$ cat src/rtl/reg_arb_pkg.sv
// Shared sizing and requester identifiers for the register-file write arbiter.
// Also holds the wrap-around step used by the round-robin search.
package reg_arb_pkg;

    localparam int DW   = 16;
    localparam int NREG = 8;
    localparam int AW   = $clog2(NREG);
    localparam int NREQ = 3;

    localparam int REQ_ALU = 0;
    localparam int REQ_MEM = 1;
    localparam int REQ_IMM = 2;

    typedef logic [1:0] req_idx_t;

    function automatic req_idx_t next_idx(input req_idx_t idx);
        return (idx >= req_idx_t'(NREQ - 1)) ? req_idx_t'(0) : req_idx_t'(idx + 2'd1);
    endfunction

endpackage

$ cat src/rtl/rr_pick3.sv
// Combinational round-robin picker over three requesters.
// The search starts just after last_gnt and wraps around.
module rr_pick3
    import reg_arb_pkg::*;
(
    input  logic [NREQ-1:0] eligible,
    input  req_idx_t        last_gnt,
    output logic            valid,
    output req_idx_t        winner
);

    req_idx_t cand;

    always_comb begin
        // NOTE: every variable assigned here gets a default first, so no path can infer a latch.
        valid  = 1'b0;
        winner = last_gnt;
        cand   = next_idx(last_gnt);
        for (int k = 0; k < NREQ; k++) begin
            if (!valid && eligible[cand]) begin
                valid  = 1'b1;
                winner = cand;
            end
            cand = next_idx(cand);
        end
    end

endmodule

$ cat src/rtl/reg_write_arbiter.sv
// Round-robin arbiter serialising ALU, memory-load and immediate writes onto
// a shared register-file write port; all outputs are registered.
module reg_write_arbiter #(
    parameter int DW   = reg_arb_pkg::DW,
    parameter int NREG = reg_arb_pkg::NREG,
    parameter int NREQ = reg_arb_pkg::NREQ,
    parameter int AW   = $clog2(NREG)
) (
    input  logic            clk,
    input  logic            rst,
    input  logic            stall,
    input  logic [NREQ-1:0] req,
    input  logic [AW-1:0]   req_addr0,
    input  logic [AW-1:0]   req_addr1,
    input  logic [AW-1:0]   req_addr2,
    input  logic [DW-1:0]   req_data0,
    input  logic [DW-1:0]   req_data1,
    input  logic [DW-1:0]   req_data2,
    output logic [NREQ-1:0] gnt,
    output logic [NREG-1:0] reg_en,
    output logic [DW-1:0]   reg_source,
    output logic [1:0]      last_gnt
);

    import reg_arb_pkg::*;

    logic [NREQ-1:0] eligible;
    logic            pick_valid;
    req_idx_t        pick_idx;
    logic [AW-1:0]   addr_sel [NREQ];
    logic [DW-1:0]   data_sel [NREQ];

    assign addr_sel[REQ_ALU] = req_addr0;
    assign addr_sel[REQ_MEM] = req_addr1;
    assign addr_sel[REQ_IMM] = req_addr2;
    assign data_sel[REQ_ALU] = req_data0;
    assign data_sel[REQ_MEM] = req_data1;
    assign data_sel[REQ_IMM] = req_data2;

    // A requester just granted still has req high this cycle; mask it off.
    assign eligible = req & ~gnt;

    rr_pick3 u_pick (
        .eligible (eligible),
        .last_gnt (last_gnt),
        .valid    (pick_valid),
        .winner   (pick_idx)
    );

    always_ff @(posedge clk) begin
        // NOTE: non-blocking assignments, so every register samples pre-edge values.
        if (rst) begin
            gnt        <= '0;
            reg_en     <= '0;
            reg_source <= '0;
            last_gnt   <= 2'(NREQ - 1);
        end else if (!stall && pick_valid) begin
            gnt        <= NREQ'(1) << pick_idx;
            reg_en     <= NREG'(1) << addr_sel[pick_idx];
            reg_source <= data_sel[pick_idx];
            last_gnt   <= pick_idx;
        end else begin
            gnt    <= '0;
            reg_en <= '0;
        end
    end

endmodule

$ cat config.mk
export PLATFORM = sky130hd
export DESIGN_NAME = reg_write_arbiter
export DESIGN_NICKNAME = d
export VERILOG_FILES = /design/src/rtl/reg_arb_pkg.sv /design/src/rtl/rr_pick3.sv /design/src/rtl/reg_write_arbiter.sv
export SDC_FILE = /design/constraint.sdc
export NUM_CORES = 1
export LEC_CHECK = 0
export CAP_MARGIN = 0
export CELL_PAD_IN_SITES_DETAIL_PLACEMENT = 0
export CELL_PAD_IN_SITES_GLOBAL_PLACEMENT = 1
export CORE_AREA = 2 2 76 78
export CTS_CLUSTER_DIAMETER = 30
export DETAILED_ROUTE_END_ITERATION = 8
export DIE_AREA = 0 0 78 80
export PLACE_DENSITY = 0.83
export SETUP_SLACK_MARGIN = 0.1
export SLEW_MARGIN = 20
export SYNTH_ARGS = -nofsm -noshare
export SYNTH_HDL_FRONTEND = slang
export SYNTH_HIERARCHICAL = 1
export SYNTH_SLANG_ARGS = --single-unit
$ cat constraint.sdc
create_clock -name clk -period 2.86 [get_ports clk]
set_clock_uncertainty 0.2 [all_clocks]
set_input_delay 0.715 -clock clk [delete_from_list [all_inputs] [get_ports clk]]
set_output_delay 0.715 -clock clk [all_outputs]
set_load 0.02 [all_outputs]
; ---- Word level (Yosys, flattened, before mapping)
; Index checks and enable logic that the tools add are counted.
[op_classes]
n_addsub = 3
n_mul = 0
div_mod_pow = 0
magnitude_cmp = 7
eq_ne = 0
shifts = 2
mux = 21
bitwise = 4
reduce_logical = 7
[ops]
columns = cell, count
row1 = 16-bit binary-select mux with 2-bit select, 1
row2 = 16-bit two-way mux, 2
row3 = 2-bit two-way mux, 6
row4 = 2-bit by 3-bit < comparator with 1-bit output (second input constant), 3
row5 = 1-bit by 3-bit << shifter with 8-bit output (first input constant), 1
row6 = 2-bit by 1-bit adder with 2-bit output (second input constant), 3
row7 = 1-bit binary-select mux with 2-bit select, 3
row8 = 3-bit binary-select mux with 2-bit select, 1
row9 = 2-bit greater-or-equal comparator (second input constant), 3
row10 = 1-bit two-way mux, 6
row11 = 3-bit two-way mux, 2
row12 = 3-bit AND, 1
row13 = 3-bit greater-or-equal comparator (second input constant), 1
row14 = 1-bit logical AND, 3
row15 = 1-bit zero test, 3
row16 = 2-bit inverter with 3-bit output, 1
row17 = 3-bit inverter, 1
row18 = 1-bit by 2-bit << shifter with 3-bit output (first input constant), 1
row19 = 2-bit OR reduction, 1
row20 = 1-bit inverter, 1
[word_totals]
regBits = 29
latch_bits = 0
mem_bits_rw = 0
mem_bits_ro = 0
inputBits = 63
out_inout_bits = 29
wordCells = 48
mem_count = 0

; ---- Logic depth before layout (Yosys ltp)
[logic_depth]
ltp_word = 16
mapped_depth = 9
mapped_depth_nobuf = 7

; ---- Cells and area by module
; The synthesis kept the hierarchy.
[by_module_without_submodules]
columns = mod, instances, cells_per_inst, area_each_um2, seq_area_each_um2
row1 = reg_write_arbiter, 1, 139, 1417.6, 580.6
row2 = rr_pick3, 1, 9, 52.6, 0.0

; ---- Worst setup path before layout
; Ideal clock, no wire load.
[synth_timing]
kind = in2reg
from = input port req[2]
to = register reg_en[4]
setup_time_ns = 0.092
arrival_time_ns = 1.963
t_required_ns = 2.568
setup_slack_ns = 0.605
stages = 9
path_buffers = 2
path_cell_list = nor2b_1 inv_1 a22oi_2 o22ai_1 buf_6 buf_12 nand3b_4 o21a_4 nor4_1
[synth_between]
elab_chain_len = 15
word_cells_on_any_way = 25
cone_classes = 1 x shift / 15 x mux / 3 x bitwise / 6 x reduce/logical
[synth_rtl]
columns = element, line
row1 = from (decl), reg_write_arbiter.sv:12  ; input logic [NREQ-1:0] req,
row2 = 3-bit AND *, reg_write_arbiter.sv:41  ; assign eligible = req & ~gnt;
row3 = 1-bit binary-select mux with 2-bit select, rr_pick3.sv:20  ; if (!valid && eligible[cand]) begin
row4 = 1-bit two-way mux (not written as such), rr_pick3.sv:20
row5 = 1-bit two-way mux, rr_pick3.sv:20
row6 = 1-bit zero test, rr_pick3.sv:20
row7 = 1-bit logical AND, rr_pick3.sv:20
row8 = 1-bit two-way mux, rr_pick3.sv:20
row9 = 1-bit zero test, rr_pick3.sv:20
row10 = 1-bit logical AND, rr_pick3.sv:20
row11 = 2-bit two-way mux *, rr_pick3.sv:20
row12 = named net pick_idx[0], reg_write_arbiter.sv:29  ; req_idx_t pick_idx;
row13 = 2-bit inverter with 3-bit output (not written as such) *, reg_write_arbiter.sv:59  ; reg_en <= NREG'(1) << addr_sel[pick_idx];
row14 = 3-bit binary-select mux with 2-bit select *, reg_write_arbiter.sv:59
row15 = 3-bit two-way mux (not written as such) * (2 in series), reg_write_arbiter.sv:59
row16 = 1-bit by 3-bit << shifter with 8-bit output *, reg_write_arbiter.sv:59
row17 = to (signal assigned), reg_write_arbiter.sv:59
row18 = to (decl), reg_write_arbiter.sv:20  ; output logic [NREG-1:0] reg_en,
; The timed path passes the listed nets; every way through them passes the cells marked *. The select of a mux whose other input is x is not followed.
; A chain may end at the register's enable or synchronous reset.

; ---- Worst setup path after layout
[layout_timing]
from = input port req[2]
to = register reg_source[2]
[layout_between]
elab_chain_len = 14
word_cells_on_any_way = 22
cone_classes = 15 x mux / 2 x bitwise / 5 x reduce/logical
[layout_rtl]
columns = element, line
row1 = 3-bit AND *, reg_write_arbiter.sv:41
row2 = named net eligible[2], reg_write_arbiter.sv:27  ; logic [NREQ-1:0] eligible;
row3 = 1-bit binary-select mux with 2-bit select, rr_pick3.sv:20
row4 = 1-bit two-way mux (not written as such), rr_pick3.sv:20
row5 = 1-bit two-way mux, rr_pick3.sv:20
row6 = 1-bit zero test, rr_pick3.sv:20
row7 = 1-bit logical AND, rr_pick3.sv:20
row8 = 1-bit two-way mux, rr_pick3.sv:20
row9 = 1-bit zero test, rr_pick3.sv:20
row10 = 1-bit logical AND, rr_pick3.sv:20
row11 = 2-bit two-way mux *, rr_pick3.sv:20
row12 = named net pick_idx[0], reg_write_arbiter.sv:29
row13 = 2-bit inverter with 3-bit output (not written as such) *, reg_write_arbiter.sv:60  ; reg_source <= data_sel[pick_idx];
row14 = 16-bit binary-select mux with 2-bit select *, reg_write_arbiter.sv:60
row15 = 16-bit two-way mux (not written as such) * (2 in series), reg_write_arbiter.sv:60
row16 = to (signal assigned), reg_write_arbiter.sv:60
row17 = to (decl), reg_write_arbiter.sv:21  ; output logic [DW-1:0] reg_source,
; Marks and branches as above.

==> impl_metrics.ini <==
[placement]
dp_hpwl_um = 3180
dp_slack_ns = -0.0768
io_buffers = 91
place_congestion = 0.710

[setup_path]
cp.buffers_inverters = 3
critical_path_class = in -> reg
cp_top_family = buffers and inverters
critPathArrivalTime_ns = 2.51
crit_fanout = 12
slowest_delay_ns = 0.44
critPathSlowestCell = clkdlybuf4s50_1
crit_path_end_kind = flip-flop
ff2ff_path_depth = 5
cp_cell_sequence = clkdlybuf4s50_1, nor2b_2, inv_1, a22oi_2, o22ai_4, nor2b_4, buf_4, a2bb2oi_1, a211oi_1
cp-start-kind = input port
cp.required_ns = 2.85
path_depth = 9

[yosys]
yosysTopAreaCellShare_pct = 39.5
synth_mux_area_share_pct = 13.6
synth_seq_cells = 29
yosys_warnings = 6
synth_top_family_by_area = compound AO/OA/AOI/OAI gates
synth_largest_area_cell = dfxtp_1
synth_xor_area_share_pct = 0
synth-seq-area-share_pct = 39.5
synth-compound-area-share_pct = 24.1
syn_nets = 211
syn_avg_cell_area_um2 = 9.93
yosys-top-cells-area = dfxtp_1 (39%), mux2i_1 (14%), a2bb2oi_1 (11%), a211oi_1 (8.2%), nor2_1 (4.6%)
synth_fa_ha_area_share_pct = 0
yosys.area_share.simple_pct = 15.5
synth_area_mm2 = 0.00147
ys_types = 27
syn_inst = 148

[sta]
rsz0062_at_grt = no
slew_headroom_pct = 73.8
fin_tns_setup_ns = 0
drv_slew = 0
setup_slack_ns = 0.338
hold_viol = 0
worstMarginPinSlew_ns = 0.393
min_period_ns = 2.52
clock.fmax_ghz = 0.396
finalSetupViolCount = 0
fin_hold_ws_ns = 0.298
min_period_over_period_pct = 88.2

[global_route]
grt_max_degree = 34
grt_pass1_wl_um = 6520
globalRoute.totalOverflow = 0
track_usage_pct = 13.6
grt_pass1_vias = 1381
antenna_found_initial = 0

[finish]
area_growth_pct = 77.2
fill_cells = 528
final_layout_size_suffix_gt1_share_pct = 11.8
most-common-layout-cells = clkdlybuf4s50_1 (91), dfxtp_1 (29), mux2i_1 (20), a2bb2oi_1 (18), nor2_1 (18)
final_net_count = 307
layout_commonest_cell = clkdlybuf4s50_1
antenna_cells = 0

[power_and_ir_drop]
p_leak_uw = 0.000997
power_density_mw_per_mm2 = 490
peakVddDrop_uv = 208

[routing]
drt_wl_total_um = 4170
first_iter_violations = 37
num_vias = 1442
viasPerCell = 4.55
first_pass_iters = 4
ant_nets = 0
wire_per_inst_um = 13.2
drc = 0

[clock_tree]
cts_tree = done
cts_root_buffer = clkbuf_8
clk_pin_slew_worst_paths_ns = 0.06
clock-sinks = 29
cts_made_buffers = 5
cts_buffer_depth = 2
h-tree-depth = 2
clock_latency_ns = 0.28
ctsHoldBuffers = 0

[floorplanning]
rows = 27
coreArea_mm2 = 0.00541
die_h_um = 80
ios = 92
initial_core_util_pct = 27.2
die_x_um = 78
dieArea_mm2 = 0.00624

[run_status]
status = completed

[flow_run]
cap_violations = 0

[min_path]
hold_path_depth = 2
hold_path_class = reg -> reg
## through the flow
| step | power [uW] | std cells | util [%] | area [um2] |
|---|---|---|---|---|
| floorplan | 716 | 148 | - | 1470 |
| global placement | 905 | 307 | 45.9 | 2480 |
| detailed placement | 911 | 307 | 45.9 | 2480 |
| CTS | 1290 | 315 | 47.8 | 2580 |
| global route | 1350 | 317 | 48.2 | 2610 |
| finish | 1280 | 317 | 48.2 | 2610 |
## worst reg2reg max path, stage by stage, from the launching register on
cell	delay [ns]
dfxtp_1	0.49
a22oi_2	0.12
o22ai_4	0.35
mux2i_1	0.28
o2bb2ai_1	0.17
nor4_1	0.27
## worst paths after layout
| path | startpoint | to | slack (ns) |
|---|---|---|---|
| setup / recovery | req[2] | reg_source[2] | 0.34 |
| hold / removal | reg_source[8] | reg_source[8] | 0.30 |
| setup reg to reg | last_gnt[1] | reg_en[4] | 0.88 |
| hold reg to reg | reg_source[8] | reg_source[8] | 0.30 |
## kinds of logic (layout without fill, tap and decap cells)
logic type,count (synthesis),count (layout)
flops,29,29
compound gates,42,42
buf+inv,15,112
mux,20,20
simple gates,42,42
## flip-flops by register name, summed over array words and instances (netlist names)
register and cells:
last_gnt 2, gnt 3, reg_source 16, reg_en 8
## metal layers
layer / GRT usage [%] / part of all wire, % / wire length (um)
met5: 0 / 0 / 0
met4: 5.26 / 1.7 / 70
met3: 6.00 / 8.4 / 351
met1: 15.8 / 41 / 1700
met2: 21.9 / 49 / 2050
## cell usage after synthesis, drive strengths merged
cell     count
o21a         1
nand2b       2
dfxtp       29
clkbuf       4
o22ai        1
mux2i       20
and2         1
o211ai       1
a211o        1
a2bb2oi     18
o21ai        1
buf         10
nor3b        2
nor3         5
a211oi      16
inv          1
a22oi        1
o2bb2ai      2
nor4         4
nand2        3
nor2        18
nor2b        6
nand3b       1
## repair_timing
item | in CTS | in global routing
endpoints found under the setup margin | 0 | 22
gates resized for setup | 0 | 2
buffers inserted | 0 | 2
## report_power, final
| part | internal (uW) | switching [uW] | leakage, uW |
|---|---|---|---|
| combinational | 258 | 192 | 0.000704 |
| clock | 217 | 156 | 0.0000542 |
| sequential | 436 | 17.8 | 0.000238 |
| total | 911 | 366 | 0.000997 |
## final cells by class
cell class | count | area, um2 | share of cell area (%)
timing repair buffer | 103 | 1030 | 39.4
multi-input combinational | 104 | 803 | 30.8
sequential | 29 | 581 | 22.3
clock buffer | 7 | 96.3 | 3.70
tap | 72 | 90.1 | 3.46
clock inverter | 1 | 5.00 | 0.192
inverter | 1 | 3.75 | 0.144
Power figures use the tool's default switching activity.
